`src/rtl/puf_response_collector.sv`:
```
// rtl/puf_response_collector.sv - arbiter PUF sequencer: LFSR challenges, launch pulses, majority-voted response byte
module puf_response_collector #(
  parameter int         SETTLE_CYCLES = 4,
  parameter int         VOTES         = 5,
  parameter logic [7:0] SEED          = 8'hA5
) (
  input  logic       clk,
  input  logic       rst,
  input  logic       start,
  input  logic       seed_load,
  input  logic [7:0] seed_in,
  output logic [7:0] challenge,
  output logic       pulse,
  input  logic       resp_in,
  output logic [7:0] resp_byte,
  output logic       resp_valid,
  output logic       busy
);

  localparam int VW = $clog2(VOTES + 1);
  localparam int SW = $clog2(SETTLE_CYCLES + 1);

  localparam logic [VW-1:0] LAST_VOTE   = VW'(VOTES - 1);
  localparam logic [VW-1:0] MAJORITY    = VW'((VOTES + 1) / 2);
  localparam logic [SW-1:0] LAST_SETTLE = SW'(SETTLE_CYCLES - 1);

  if (VOTES < 1 || (VOTES % 2) == 0) begin : g_votes_check
    $error("puf_response_collector: VOTES must be odd and >= 1");
  end
  if (SETTLE_CYCLES < 1) begin : g_settle_check
    $error("puf_response_collector: SETTLE_CYCLES must be >= 1");
  end
  if (SEED == 8'h00) begin : g_seed_check
    $error("puf_response_collector: SEED must be nonzero");
  end

  typedef enum logic [2:0] {
    IDLE,
    LAUNCH,
    SETTLE,
    SAMPLE,
    DONE
  } state_t;

  state_t        state;
  state_t        state_next;
  logic [VW-1:0] vote_cnt;
  logic [VW-1:0] ones_cnt;
  logic [VW-1:0] ones_sum;
  logic [2:0]    bit_cnt;
  logic [SW-1:0] settle_cnt;
  logic [7:0]    shift_reg;
  logic [7:0]    shift_next;
  logic [7:0]    lfsr_next;
  logic          voted_bit;
  logic          decide;
  logic          seed_take;

  always_comb begin
    state_next = state;
    decide     = 1'b0;
    seed_take  = 1'b0;
    // ones_sum includes the sample being taken this cycle
    ones_sum   = ones_cnt + VW'(resp_in);
    voted_bit  = (ones_sum >= MAJORITY);
    shift_next = {shift_reg[6:0], voted_bit};
    lfsr_next  = {challenge[6:0], challenge[7] ^ challenge[5] ^ challenge[4] ^ challenge[3]};

    case (state)
      IDLE: begin
        if (start) begin
          state_next = LAUNCH;
        end else if (seed_load) begin
          seed_take = 1'b1;
        end
      end
      LAUNCH: begin
        state_next = SETTLE;
      end
      SETTLE: begin
        if (settle_cnt == LAST_SETTLE) begin
          state_next = SAMPLE;
        end
      end
      SAMPLE: begin
        if (vote_cnt == LAST_VOTE) begin
          decide     = 1'b1;
          state_next = (bit_cnt == 3'd7) ? DONE : LAUNCH;
        end else begin
          state_next = LAUNCH;
        end
      end
      DONE: begin
        state_next = IDLE;
      end
      default: begin
        state_next = IDLE;
      end
    endcase
  end

  always_ff @(posedge clk) begin
    if (rst) begin
      state      <= IDLE;
      challenge  <= SEED;
      pulse      <= 1'b0;
      resp_valid <= 1'b0;
      busy       <= 1'b0;
      resp_byte  <= 8'h00;
      shift_reg  <= 8'h00;
      vote_cnt   <= '0;
      ones_cnt   <= '0;
      bit_cnt    <= 3'd0;
      settle_cnt <= '0;
    end else begin
      state      <= state_next;
      // outputs are registered from the next state so they line up with it
      pulse      <= (state_next == LAUNCH);
      resp_valid <= (state_next == DONE);
      busy       <= (state_next != IDLE);

      if (state == IDLE && start) begin
        bit_cnt  <= 3'd0;
        vote_cnt <= '0;
        ones_cnt <= '0;
      end

      if (seed_take) begin
        challenge <= (seed_in == 8'h00) ? 8'h01 : seed_in;
      end

      if (state == LAUNCH) begin
        settle_cnt <= '0;
      end else if (state == SETTLE) begin
        settle_cnt <= settle_cnt + SW'(1);
      end

      if (state == SAMPLE) begin
        if (decide) begin
          vote_cnt  <= '0;
          ones_cnt  <= '0;
          shift_reg <= shift_next;
          challenge <= lfsr_next;
          bit_cnt   <= bit_cnt + 3'd1;
          if (bit_cnt == 3'd7) begin
            resp_byte <= shift_next;
          end
        end else begin
          vote_cnt <= vote_cnt + VW'(1);
          ones_cnt <= ones_sum;
        end
      end
    end
  end

endmodule

```
`config.mk`:
```
export PLATFORM = sky130hd
export DESIGN_NAME = puf_response_collector
export DESIGN_NICKNAME = d
export VERILOG_FILES = /design/src/rtl/puf_response_collector.sv
export SDC_FILE = /design/constraint.sdc
export NUM_CORES = 1
export LEC_CHECK = 0
export CAP_MARGIN = 30
export CORE_UTILIZATION = 55
export DETAILED_ROUTE_END_ITERATION = 16
export PLACE_DENSITY = 0.8
export SLEW_MARGIN = 40
export SYNTH_ARGS = -nofsm -noshare
export SYNTH_HDL_FRONTEND = slang
export SYNTH_SLANG_ARGS = --single-unit
```
`constraint.sdc`:
```
create_clock -name clk -period 4 [get_ports clk]
set_input_delay 0.4 -clock clk [delete_from_list [all_inputs] [get_ports clk]]
set_output_delay 0.4 -clock clk [all_outputs]
set_load 0.02 [all_outputs]
```
---- After elaboration in Yosys (flattened, before gate mapping) ----
Cells that the tools add are included.
W data, S select, Z words.
operators by class
  reductions and logical operators ........ 8
  multiplexer cells ....................... 22
  add/subtract/negate cells ............... 4
  magnitude comparators ................... 1
  equality and inequality tests ........... 8
  bitwise logic cells ..................... 3
operator list
  operator               count
  $mux W3                12
  $mux W8                4
  $pmux W3 S4            1
  $add A3 B1 Y3 const B  3
  $eq A3 B2 Y1 const B   3
  $eq A3 B3 Y1 const B   3
  $logic_not A8 Y1       1
  $eq A3 B1 Y1 const B   2
  $mux W1                5
  $add A3 B1 Y3          1
  $ge A3 B2 Y1 const B   1
  $logic_not A3 Y1       1
  $reduce_and A3 Y1      1
  $reduce_bool A3 Y1     1
  $xor A1 B1 Y1          3
  $reduce_and A2 Y1      1
  $reduce_bool A2 Y1     1
  $reduce_or A2 Y1       1
  $logic_and A1 B1 Y1    1
storage, ports and cells
  word-level logic and storage cells ...... 57
  output and inout port bits .............. 19
  input bits .............................. 13
  flip-flop bits (word level) ............. 41

---- Logic depth before layout (Yosys ltp) ----
Gate-level depths: netlist (run 1).
  depth in word-level cells ............... 6
  gate-level depth with buffers ........... 7
  depth with buffers taken out ............ 6

---- Worst setup path after synthesis (run 1) ----
No wires, ideal clock.
  path kind ............................... reg-to-reg
  start point ............................. reg bit_cnt[0]
  end point ............................... reg resp_byte[1]
  library setup time ...................... 0.128 ns
  clock period less this slack ............ 1.415 ns
  stages on the path, launching flop included .. 7
  path slack .............................. 2.585 ns
  data arrival time ....................... 1.287 ns
  required time ........................... 3.872 ns
  path through ............................ dfxtp_1 ha_1 ha_1 nand3_1 nor2_4 mux2i_1 nor2_1
between the ends
  word-level cells in the longest chain between the ends .. 2
ends and longest elaborated chain
  element                      line  text
  from (decl)                  50    logic [2:0] bit_cnt;
  from (signal assigned)       144   bit_cnt <= bit_cnt + 3'd1;
  $eq A3 B3 Y1                 145   if (bit_cnt == 3'd7) begin
  $reduce_and A3 Y1 (no line)  -
  to (signal assigned)         146   resp_byte <= shift_next;
  to (decl)                    15    output logic [7:0] resp_byte,
No other way between the ends.
A chain may end at the register's enable or synchronous reset.

---- Worst setup path after layout (run 1) ----
  start point ............................. reg state[1]
  end point ............................... reg shift_reg[0]
between the ends
  word-level cells in the longest chain between the ends .. 3
ends and longest elaborated chain
  element                        line     text
  from (decl)                    45       state_t state;
  from (signal assigned)         116      state <= state_next;
  $eq A3 B2 Y1 *                 69, 138
  $mux W1                        69       case (state)
  $reduce_and A2 Y1 (no line) *  -
  to (signal assigned)           142      shift_reg <= shift_next;
  to (decl)                      52       logic [7:0] shift_reg;
Mark *: on every way between the ends. The rest lies on a longest branch, timed or not.

==> results of run 1 <==
-- Yosys cell counts, types with 3 or more instances --
cell / n
a2bb2oi_1: 3
ha_1: 8
a211oi_1: 6
dfxtp_1: 41
mux2i_1: 13
clkbuf_1: 5
o21bai_1: 3
nor3_1: 5
nand3_1: 5
buf_6: 3
xnor2_1: 3
nor2_1: 24
a21oi_1: 17
a22oi_1: 4
inv_1: 6
nand2_1: 15
-- cell families (layout without fill, tap and decap cells) --
| logic type | count (synthesis) | after routing |
|---|---|---|
| AND/OR/NAND/NOR | 66 | 66 |
| flip-flops | 41 | 41 |
| buffers and inverters | 16 | 47 |
| adder cells (fa/ha/maj) | 8 | 8 |
| XOR/XNOR | 5 | 5 |
| AO/OA/AOI/OAI | 46 | 46 |
| multiplexers | 13 | 13 |
-- area by class of cell --
type	count	area, sq um	area share (%)
Sequential cell	41	821	36.4
Inverter	6	22.5	0.999
Clock buffer	7	65.1	2.89
Clock inverter	1	5.00	0.222
Timing Repair Buffer	33	325	14.4
Tap cell	44	55.1	2.44
Multi-Input combinational cell	138	961	42.6
-- power groups by stage --
stage / registers, mW / clock network [mW] / logic, mW
2_1_floorplan: 0.448 / 0 / 0.0659
3_3_place_gp: 0.444 / 0 / 0.104
3_5_place_dp: 0.445 / 0 / 0.106
4_1_cts: 0.436 / 0.233 / 0.106
5_1_grt: 0.438 / 0.249 / 0.115
6_report: 0.436 / 0.231 / 0.106
-- per-layer routing --
metal  up-vias  part of all wire (%)
li1        752                     -
met1       689                    43
met2        27                    51
met3         9                   3.3
met4         0                   2.2
met5         -                     0
-- worst max-delay path, cell delays in order, from the launching register on --
cell	delay [ps]
dfxtp_1	580
nor2b_4	290
and4_1	640
nor2_1	120
a211oi_2	220
-- how the worst max path moves through the flow --
stage	startpoint	slack (ps)	endpoint	cells after the start
3_5_place_dp	state[1]	1850	challenge[4]	4
4_1_cts	state[1]	1820	challenge[4]	4
6_report	state[1]	2080	shift_reg[0]	4
2_1_floorplan	bit_cnt[0]	2580	resp_byte[1]	6
5_1_grt	state[1]	1990	bit_cnt[0]	4
3_3_place_gp	start	1980	challenge[7]	5
==> results.ini, run 1 <==
[floorplanning]
die_h_um=60.3
die_w_um=60.3
io_pins=32
dieArea_sq_mm=0.00364
coreArea_sq_mm=0.00313
start_util_pct=59.8
rows=20

[cts]
htree_levels=2
postCtsHoldBufs=0
cts_resized=0
cts_buffers=5
cts_tree=done
clk_latency_ps=350
post_cts_buffers=0
clock_path_buffers=2
clkSlewWorstSetupHoldPaths_ps=120
clkSinkCount=41
ctsRootBufferMaster=clkbuf_4

[worst_setup_path]
critPathArrivalTime_ps=2200
crit_type=reg -> reg
reg2regPathDepth=4
worst_ep_required_time_ps=4280
crit_path_end_kind=register
ff2ff_setup_slack_ps=2080
r2r_end=shift_reg[0]
worstPathMaxFanout=16
worst_r2r_startpoint=state[1]
cp-start-kind=register

[timing]
setup-violations-final=0
hold_viol_final=0
tns_ps=0
rsz0062_at_grt=false
max_freq_ghz=0.521
period_share_pct=47.9
relSlewSlack_pct=56.8
tightest_slew_ps=648
skew_ps=17.0
worst_slack_ps=2080
min_period_ps=1920
whs_ps=466
slew_viol_final=0

[grt]
grt_pass1_vias=1450
grt_usage_pct=23.2
globalRouteMet2Util_pct=39.7
antenna_found_initial=0
gr-usage-met1_pct=25.7
grt.met3_usage_pct=5.19
grt.busiest_layer=met2
grt_overflow=0
grt_max_degree=40
grt_pass1_wl_um=6170

[final_layout]
layout_common_cells=dfxtp_1 (41), clkdlybuf4s50_1 (31), nor2_1 (24)
area_delta_synth_final_pct=20.6
nNetsFinal=246
fill_cells=237
stdcell_count=270
post-route-util_pct=72.1
fin_area_sq_mm=0.00225
drive_above_1_share_pct=9.73
final_common_cell=dfxtp_1
diodes=0

[worst_hold_path]
min_path_cells=2
hold_path_startpoint=shift_reg[2]
worstHoldEndpoint=shift_reg[3]
hold_class=reg -> reg

[drt]
wl_um=3770
drt_iter0_drc=100
drt-vias-per-instance=5.47
first_pass_iters=4
vias=1477
ant_nets=0
wl_per_cell_um=14.0
post-route-drc-count=0

[logic_synthesis]
synth_ff_type=dfxtp_1
synth_area_leaders=dfxtp_1 (44%), mux2i_1 (7.0%), ha_1 (5.4%), nor2_1 (4.8%), a21oi_1 (4.6%)
synthAdderAreaFrac_pct=5.35
synth_warnings=0
synth_edf_count=0
syn-instance-count=195
synth_mux_area_share_pct=6.96
synth_top_area_share_pct=43.9
synthesis.nets=216
synth_top_cell_by_area=dfxtp_1
synth-compound-area-share_pct=17.7
synth_area_sq_mm=0.00187
synth_async_sr_flop_share_pct=0
synth_seq_cells=41
synth_xor_area_share_pct=2.34
syn_area_per_cell_sq_um=9.59
synth-simple-area-share_pct=19.1
ys_types=45
synth_top_family_by_area=simple AND/OR/NAND/NOR gates
synth-seq-area-share_pct=43.9

[power]
power_leakage_nw=0.876
p_sw_uw=198
p_int_uw=575
pwr-share-clk_pct=29.9
power.density_mw_per_mm2=343
p_comb_share_pct=13.7
totalPowerFinal_uw=773
p_sw_share_pct=25.6
seqPwrFrac_pct=56.4
vdd_drop_max_mv=0.297

[flow_run]
max_cap_violations=0

[place]
place_hpwl_um=2710
dp.cells=261
dpl-instance-area_sq_mm=0.00218
gp_congestion=0.783
dp_slack_ps=1850
portBuffers=31

[run_status]
outcome=completed

No activity file was read; power rests on OpenSTA's default activity.
==> run 2, diff against run 1 <==
--- a/config.mk
+++ b/config.mk
@@ -6,9 +6,9 @@
 export NUM_CORES = 1
 export LEC_CHECK = 0
 export CAP_MARGIN = 30
-export CORE_UTILIZATION = 55
+export CORE_UTILIZATION = 52
 export DETAILED_ROUTE_END_ITERATION = 16
-export PLACE_DENSITY = 0.8
+export PLACE_DENSITY = 0.77
 export SLEW_MARGIN = 40
 export SYNTH_ARGS = -nofsm -noshare
 export SYNTH_HDL_FRONTEND = slang
==> constraint.sdc (replaced) <==
create_clock -name clk -period 2.01 [get_ports clk]
set_input_delay 0.201 -clock clk [delete_from_list [all_inputs] [get_ports clk]]
set_output_delay 0.201 -clock clk [all_outputs]
set_load 0.02 [all_outputs]
==> results.ini, run 2 (same netlist as run 1, synthesis figures left out) <==
[timing]
period_share_pct=90.7
tightest_slew_ps=623
relSlewSlack_pct=58.4
whs_ps=479
rsz0062_at_grt=false
setup-violations-final=0
slew_viol_final=0
tns_ps=0
skew_ps=7.63
max_freq_ghz=0.549
hold_viol_final=0
min_period_ps=1820

[power]
power_leakage_nw=0.886
power.density_mw_per_mm2=678
vdd_drop_max_mv=0.485

[worst_setup_path]
worst-path-buf-inv=0
worstPathMaxFanout=14
critPathArrivalTime_ps=2050
crit_path_cell_trace=nor3_4, a21boi_0, a311oi_1, o21bai_1
cp.depth=4
worst_r2r_startpoint=state[0]
ff2ff_setup_slack_ps=190
slowest_stage=nor3_4
startpoint=state[0]
crit_type=reg -> reg
worst_ep_required_time_ps=2240
crit_family=compound AO/OA/AOI/OAI gates
crit_path_end_kind=register
cp-start-kind=register
r2r_end=challenge[7]
max_stage_delay_ps=530
worstSetupEndpoint=challenge[7]
reg2regPathDepth=4

[cts]
cts_tree=done
clk_latency_ps=340
post_cts_buffers=0
postCtsHoldBufs=0
cts_resized=0
clkSlewWorstSetupHoldPaths_ps=110
htree_levels=2
clock_path_buffers=2
ctsRootBufferMaster=clkbuf_4
cts_buffers=5
clkSinkCount=41

[run_status]
outcome=completed

[flow_run]
max_cap_violations=0

[worst_hold_path]
hold_class=reg -> reg

[final_layout]
nNetsFinal=248
final_common_cell=dfxtp_1
diodes=0
layout_common_cells=dfxtp_1 (41), clkdlybuf4s50_1 (31), nor2_1 (24)
drive_above_1_share_pct=10.5
multiInputGateArea_sq_um=961
fill_cells=272
register_area_sq_um=821
area_delta_synth_final_pct=21.6

[drt]
vias=1500
first_pass_iters=6
drt_iter0_drc=50
drt-vias-per-instance=5.47
post-route-drc-count=0
wl_um=3760
wl_per_cell_um=13.7
ant_nets=0

[grt]
grt_pass1_wl_um=5820
grt_max_degree=29
grt_usage_pct=21.0
grt_overflow=0
grt_pass1_vias=1321
antenna_found_initial=0

[floorplanning]
coreArea_sq_mm=0.00339
rows=21
die_h_um=62.0
die_w_um=62.0
dieArea_sq_mm=0.00384
io_pins=32
start_util_pct=55.1

[place]
gp_congestion=0.748
portBuffers=31
place_hpwl_um=2790

run 2: layout make-up:
class / instances / share of cell area [%]
inverter: 6 / 0.991
sequential: 41 / 36.1
timing repair buffer: 35 / 15.0
multi-input combinational: 138 / 42.3
clock inverter: 1 / 0.220
clock buffer: 7 / 2.86
tap: 46 / 2.53
run 2: worst min path at each step:
stage | start | endpoint | slack, ps | cells after the start
floorplan | rst | state[0] | 270 | 1
global placement | shift_reg[6] | shift_reg[6] | 450 | 2
detailed placement | bit_cnt[2] | bit_cnt[2] | 470 | 2
CTS | bit_cnt[2] | bit_cnt[2] | 480 | 2
global route | shift_reg[6] | shift_reg[6] | 500 | 2
finish | shift_reg[6] | shift_reg[6] | 480 | 2
run 2: per-stage QoR:
stage               setup WS [ps]  instances  power [mW]  util, %  instance area [sq um]
floorplan                     595        195        1.02        -                   1870
global placement              325        266        1.09     65.0                   2200
detailed placement            173        266        1.10     65.0                   2200
CTS                           169        274        1.55     67.0                   2270
global route                 71.5        274        1.61     67.0                   2270
finish                        187        274        1.54     67.0                   2270
run 2: worst register-to-register path, cell delays in order (launching register included):
cell and delay, ps:
dfxtp_1 520, nor3_4 530, a21boi_0 180, a311oi_1 350
o21bai_1 130
run 2: routing by layer:
layer	up-vias	GRT usage [%]	share of wire (%)	routed length, um
li1	759	-	-	-
met1	721	26.2	45	1670
met2	18	35.6	52	1970
met3	2	6.21	2.6	98
met4	0	4.76	0.37	14
met5	-	0	0	0
run 2: where the power goes:
group / leakage, nW / internal, mW / switching, mW
Clock: 0.0413 / 0.203 / 0.255
Combinational: 0.513 / 0.108 / 0.108
Sequential: 0.332 / 0.836 / 0.0324
Total: 0.886 / 1.15 / 0.395
==> run 3, diff against run 2 <==
==> constraint.sdc (replaced) <==
create_clock -name clk -period 2 [get_ports clk]
set_input_delay 0.2 -clock clk [delete_from_list [all_inputs] [get_ports clk]]
set_output_delay 0.2 -clock clk [all_outputs]
set_load 0.02 [all_outputs]
==> results.ini, run 3 (same netlist as run 1, synthesis figures left out) <==
[drt]
first_pass_iters=4
vias=1461
wl_per_cell_um=13.3
drt_iter0_drc=66
post-route-drc-count=0
ant_nets=0
wl_um=3660
drt-vias-per-instance=5.31

[worst_setup_path]
worst-path-buf-inv=0
crit_path_end_kind=register
worstPathMaxFanout=14
reg2regPathDepth=4
crit_path_cell_trace=nand3b_4, a21oi_1, a21oi_1, a211oi_1
worstSetupEndpoint=ones_cnt[2]
startpoint=state[0]
critPathArrivalTime_ps=2040
cp.depth=4
slowest_stage=dfxtp_1
r2r_end=ones_cnt[2]
crit_family=flip-flops
ff2ff_setup_slack_ps=230
worst_ep_required_time_ps=2270
cp-start-kind=register
path_common_cell=a21oi_1
max_stage_delay_ps=750
crit_type=reg -> reg
worst_r2r_startpoint=state[0]

[final_layout]
area_delta_synth_final_pct=21.7
final_common_cell=dfxtp_1
diodes=0
drive_above_1_share_pct=10.9
layout_common_cells=dfxtp_1 (41), clkdlybuf4s50_1 (31), nor2_1 (24)
nNetsFinal=249

[power]
p_comb_share_pct=14.1
power.density_mw_per_mm2=669
pwr-share-clk_pct=28.5
p_sw_share_pct=26.4
power_leakage_nw=0.888
seqPwrFrac_pct=57.3
vdd_drop_max_mv=0.466
p_sw_uw=402
p_int_mw=1.12

[cts]
ctsRootBufferMaster=clkbuf_4
postCtsHoldBufs=0
cts_buffers=5
clk_latency_ps=340
clock_path_buffers=2
htree_levels=2
post_cts_buffers=0
clkSinkCount=41
cts_resized=0
cts_tree=done
clkSlewWorstSetupHoldPaths_ps=120

[timing]
whs_ps=472
tns_ps=0
worst_slack_ps=226
relSlewSlack_pct=57.2
max_freq_ghz=0.564
slew_viol_final=0
skew_ps=5.19
setup-violations-final=0
min_period_ps=1770
rsz0062_at_grt=false
tightest_slew_ps=641
hold_viol_final=0
period_share_pct=88.7

[grt]
grt_pass1_wl_um=5890
grt_pass1_vias=1375
grt_overflow=0
grt_usage_pct=21.2
grt_max_degree=26
antenna_found_initial=0

[floorplanning]
dieArea_sq_mm=0.00384
die_h_um=62.0
rows=21
io_pins=32
start_util_pct=55.1
coreArea_sq_mm=0.00339
die_w_um=62.0

[place]
place_hpwl_um=2710
dp_slack_ps=223
portBuffers=31
gp_congestion=0.760

[run_status]
outcome=completed

[worst_hold_path]
hold_class=reg -> reg

[flow_run]
max_cap_violations=0

[run 3: cell count changes in the layout (fill, tap and decap cells not counted)]
cell      delta
buf_4        +1
clkbuf_8     -1
clkinv_4     +1
[run 3: stage by stage]
stage / area [sq um] / util (%) / total power [mW] / instances
global placement: 2210 / 65.2 / 1.10 / 267
CTS: 2270 / 67.1 / 1.53 / 275
finish: 2270 / 67.1 / 1.52 / 275
global route: 2270 / 67.1 / 1.60 / 275
detailed placement: 2210 / 65.2 / 1.11 / 267
floorplan: 1870 / - / 1.03 / 195
[run 3: routing by layer]
layer  track usage, %  wire [um]  share of wire, %  vias to the layer above
met3             7.45        118               3.2                        2
li1                 -          -                 -                      760
met1             25.0       1730                47                      679
met5                0          0                 0                        -
met2             36.8       1800                49                       20
met4             5.40         16              0.44                        0
[run 3: power groups by stage]
stage	Combinational [mW]	Sequential [mW]	Clock (mW)
floorplan	0.132	0.895	0
CTS	0.216	0.873	0.446
detailed placement	0.215	0.891	0
global placement	0.210	0.888	0
global route	0.232	0.877	0.490
finish	0.215	0.873	0.435
[run 3: final cells by class]
type | count | area (sq um)
multi-input cells | 138 | 961
inverters | 6 | 22.5
clock inverters | 2 | 13.8
clock buffers | 6 | 51.3
repair buffers | 36 | 348
well taps | 46 | 57.6
flip-flops and latches | 41 | 821
fillers | 263 | 1110
[run 3: how the worst min path moves through the flow]
stage / from / to / cells past startpoint
floorplan: rst / state[0] / 1
global placement: shift_reg[6] / shift_reg[6] / 2
detailed placement: shift_reg[6] / shift_reg[6] / 2
CTS: shift_reg[6] / shift_reg[6] / 2
global route: shift_reg[6] / shift_reg[6] / 2
finish: shift_reg[6] / shift_reg[6] / 2
[run 3: worst register-to-register path: stages, from the launching register on]
cell and delay, ps:
dfxtp_1 750, nand3b_4 200, a21oi_1 390, a21oi_1 130, a211oi_1 230
==> RTL edit 1, RTL diff (flow settings as in run 2) <==
Set the parameter `SETTLE_CYCLES` to 8 (it was 4).
--- a/src/rtl/puf_response_collector.sv
+++ b/src/rtl/puf_response_collector.sv
@@ -2,3 +2,3 @@
 module puf_response_collector #(
-  parameter int         SETTLE_CYCLES = 4,
+  parameter int         SETTLE_CYCLES = 8,
   parameter int         VOTES         = 5,
Function: changed (Yosys sat finds a counterexample within 10 cycles, from zero or initial values and one cycle with rst high).
==> RTL edit 1 against run 2 <==
Power increased by 5.6%. Wire length decreased by 0.90%. Die area grew 0.13%. Combinational power down 7%. Count of clock-buffer cells in the layout decreased by 1. Worst setup slack better by 81 ps. Synthesized area is 0.13% higher. Clock skew is 5.5 ps higher. Sequential power grew 2%. Via count increased by 6.7%. Sequential cell count is 1 higher. Final area grew 2.1%. Critical path type unchanged. Critical endpoint is now ones_cnt[2]. Largest cell class unchanged. Largest power group unchanged.
==> RTL edit 1: results <==
export IMPL_ys_ff_latch=42
export IMPL_crit_arrival_ps=2020
export IMPL_p_per_area_nw_per_um2=701.2
export IMPL_fin_util=0.6848
export IMPL_m1WireLength_um=1707
export IMPL_drive_gt1_frac=0.09163
export IMPL_grt_pass1_wl_um=6430
export IMPL_p_comb_mw=0.201
export IMPL_leakage_nw=0.8735
export IMPL_max_stage_delay_ps=660
export IMPL_track_usage=0.2302
export IMPL_final_period_utilization=0.8665
export IMPL_met3_length_um=177
export IMPL_nClkBuffers=6
export IMPL_r2r_start="state[1]"
export IMPL_clkCellAreaFrac=0.03396
export IMPL_avgRoutedWirePerCell_um=12.54
export IMPL_seq_area_frac=0.3623
export IMPL_inverters_excl_clock=4
export IMPL_hpwl_um=2576
export IMPL_status="complete, no violations"
export IMPL_synth_cells=214
export IMPL_bufAreaShareNonClock=0.1628
export IMPL_skew_ps=13.11
export IMPL_gr_usage_met1=0.2815
export IMPL_place_inst=289
export IMPL_gr_usage_met3=0.06832
export IMPL_vias=1601
export IMPL_met2_usage=0.3784
export IMPL_synthesis_nets=234
export IMPL_layout_nets=270
export IMPL_yosys_top_cells_area="dfxtp_1 45%, a21oi_1 8.3%, nand2_1 6.2%"
export IMPL_dp_worst_setup_slack_ps=289.3
export IMPL_drtIter0Drc=53
export IMPL_multi_input_area_share=0.4097
export IMPL_nFillCells=273
export IMPL_switching_share=0.2492
export IMPL_regToRegSetupSlack_ps=270
export IMPL_place_area_um2=2242
export IMPL_grt_max_degree=22
export IMPL_r2r_end="ones_cnt[2]"
export IMPL_wl_met2_um=1742
export IMPL_cpMaxStageDelayCell="dfxtp_1"
export IMPL_n_all_buffers=40
export IMPL_viasPerCell=5.391
==> RTL edit 1: changes by cell type after synthesis, moves of 5 or more <==
cell,change
a21oi_1,+14
nand2_1,+16
mux2i_1,-8
nor2_1,-5
==> RTL edit 1: cells by family after synthesis <==
family | Yosys count | synth area share
xor+xnor | 6 | 0.02808
compound gates | 55 | 0.1805
buf+inv | 15 | 0.04278
mux | 5 | 0.02674
flops | 42 | 0.4492
fa+ha+maj | 7 | 0.04679
simple gates | 84 | 0.2259
==> RTL edit 1: worst min-delay path: stages, from the launching register on <==
cell and delay, ps:
dfxtp_1 330, nand2_1 50, a21oi_1 50
==> RTL edit 1: how the worst min path moves through the flow <==
stage	endpoint	slack, ps
after floorplan	state[0]	270
after global placement	resp_byte[7]	440
after detailed placement	resp_byte[7]	440
after CTS	resp_byte[7]	460
after global routing	resp_byte[7]	490
final	resp_byte[7]	460
==> RTL edit 2, RTL diff (config.mk and constraints of run 2) <==
Without the edit above. Remove the register `busy`: a continuous assignment takes its place, so the output `busy` follows one clock earlier.
--- a/src/rtl/puf_response_collector.sv
+++ b/src/rtl/puf_response_collector.sv
@@ -107,3 +107,2 @@
       resp_valid <= 1'b0;
-      busy       <= 1'b0;
       resp_byte  <= 8'h00;
@@ -119,3 +118,2 @@
       resp_valid <= (state_next == DONE);
-      busy       <= (state_next != IDLE);
 
@@ -155,2 +153,4 @@
 
+  assign busy = (state_next != IDLE);
+
 endmodule
Check against the original RTL: not equivalent (Yosys sat finds a counterexample within 4 cycles, from zero or initial values and one cycle with rst high).
==> RTL edit 2 against run 2 <==
Final area is essentially flat. Global-route usage grew 0.43 points. Worst hold slack lost 25 ps. Synthesized cell count grew 9.2%. Utilization grew 1.1 points. Non-clock buffer count grew 5. Synthesized area shrank 3.2%. Highest routed layer unchanged. Wire length shrank 2.1%. Clock skew grew 7.6 ps. Worst setup slack lost 40 ps. Critical path type is now reg2out. Register-to-register slack gained 60 ps. Die area shrank 3.1%. Power grew 4.0%. Sequential cell count shrank 1.
==> RTL edit 2: results <==
export IMPL_status="complete, no violations"
export IMPL_r2r_end="bit_cnt[0]"
export IMPL_synthesis_nets=234
export IMPL_grt_pass1_wl_um=5865
export IMPL_holdPathStages=3
export IMPL_grt_pass1_vias=1372
export IMPL_n_all_buffers=40
export IMPL_ys_types=43
export IMPL_crit_arrival_ps=1660
export IMPL_hp_start="seed_in[4]"
export IMPL_yosys_top_cells_area="dfxtp_1 44%, nand2_1 6.8%, a21oi_1 5.8%"
export IMPL_synth_top_cells_by_count="40 x dfxtp_1, 33 x nand2_1, 21 x a21oi_1, 20 x nor2_1"
export IMPL_irDropWorstVdd_mv=0.4172
export IMPL_drt_pass1_iter_count=4
export IMPL_yosysSeqAreaShare=0.4426
export IMPL_path_clk_slew_ps=130
export IMPL_regToRegSetupSlack_ps=250
export IMPL_drtIter0Drc=91
export IMPL_track_usage=0.2139
export IMPL_inverters_excl_clock=5
export IMPL_nFillCells=297
export IMPL_num_multi_input_gates=155
export IMPL_gp_congestion=0.8455
export IMPL_wl_um=3678
export IMPL_holdPathEnd="challenge[4]"
export IMPL_nClkBuffers=6
export IMPL_hold_ws_ps=454.6
export IMPL_place_area_um2=2182
export IMPL_avgRoutedWirePerCell_um=12.51
export IMPL_final_period_utilization=0.9270
export IMPL_fin_util=0.6813
export IMPL_reg2reg_depth=6
export IMPL_r2r_start="vote_cnt[0]"
export IMPL_bufAreaShareNonClock=0.1662
## RTL edit 2: changes by cell type after synthesis, sizes merged, moves of 3 or more
| cell | run 2 | this run |
|---|---|---|
| a21oi | 19 | 22 |
| mux2i | 13 | 1 |
| nor2 | 25 | 21 |
| o21ai | 0 | 13 |
| o21bai | 3 | 0 |
| nand2 | 17 | 33 |
## RTL edit 2: power breakdown
part,switching [mW],internal [mW],total [mW]
clock,0.266,0.298,0.564
sequential,0.0204,0.813,0.833
combinational,0.104,0.102,0.206
## RTL edit 2: kinds of logic after synthesis
kind of cell               Yosys count  share of synthesized area
and+or+nand+nor                     83                     0.2268
AOI/OAI and AO/OA                   57                     0.1943
DFF                                 40                     0.4426
buffers and inverters               18                    0.04495
adders and majority gates            8                    0.05533
xor gates and xnor gates             5                    0.02420
muxes                                2                    0.01176
## RTL edit 2: repair_timing
| action | in CTS | in global routing |
|---|---|---|
| resized for setup | 0 | 1 |
| endpoints found under the hold margin | 0 | 0 |
| setup endpoints to repair | 0 | 1 |
## RTL edit 2: per-layer routing
| layer | track usage | share of wire | routed length, um | up-vias |
|---|---|---|---|---|
| met5 | 0 | 0 | 0 | - |
| met4 | 0.07143 | 0.016 | 59 | 0 |
| met3 | 0.06183 | 0.046 | 169 | 7 |
| met2 | 0.3705 | 0.47 | 1745 | 41 |
| met1 | 0.2539 | 0.46 | 1704 | 718 |
| li1 | - | - | - | 810 |
## RTL edit 2: worst max-delay path, stage by stage, from the launching register on
cell	delay [ps]
dfxtp_2	360
buf_4	170
nor3_2	200
nor2_1	60
clkdlybuf4s50_1	550
## RTL edit 2: worst max-delay path by stage
stage	depth (start not counted)	endpoint
after floorplan	7	bit_cnt[2]
after global placement	6	challenge[1]
after detailed placement	6	challenge[4]
after CTS	4	busy
after global routing	4	busy
final	4	busy
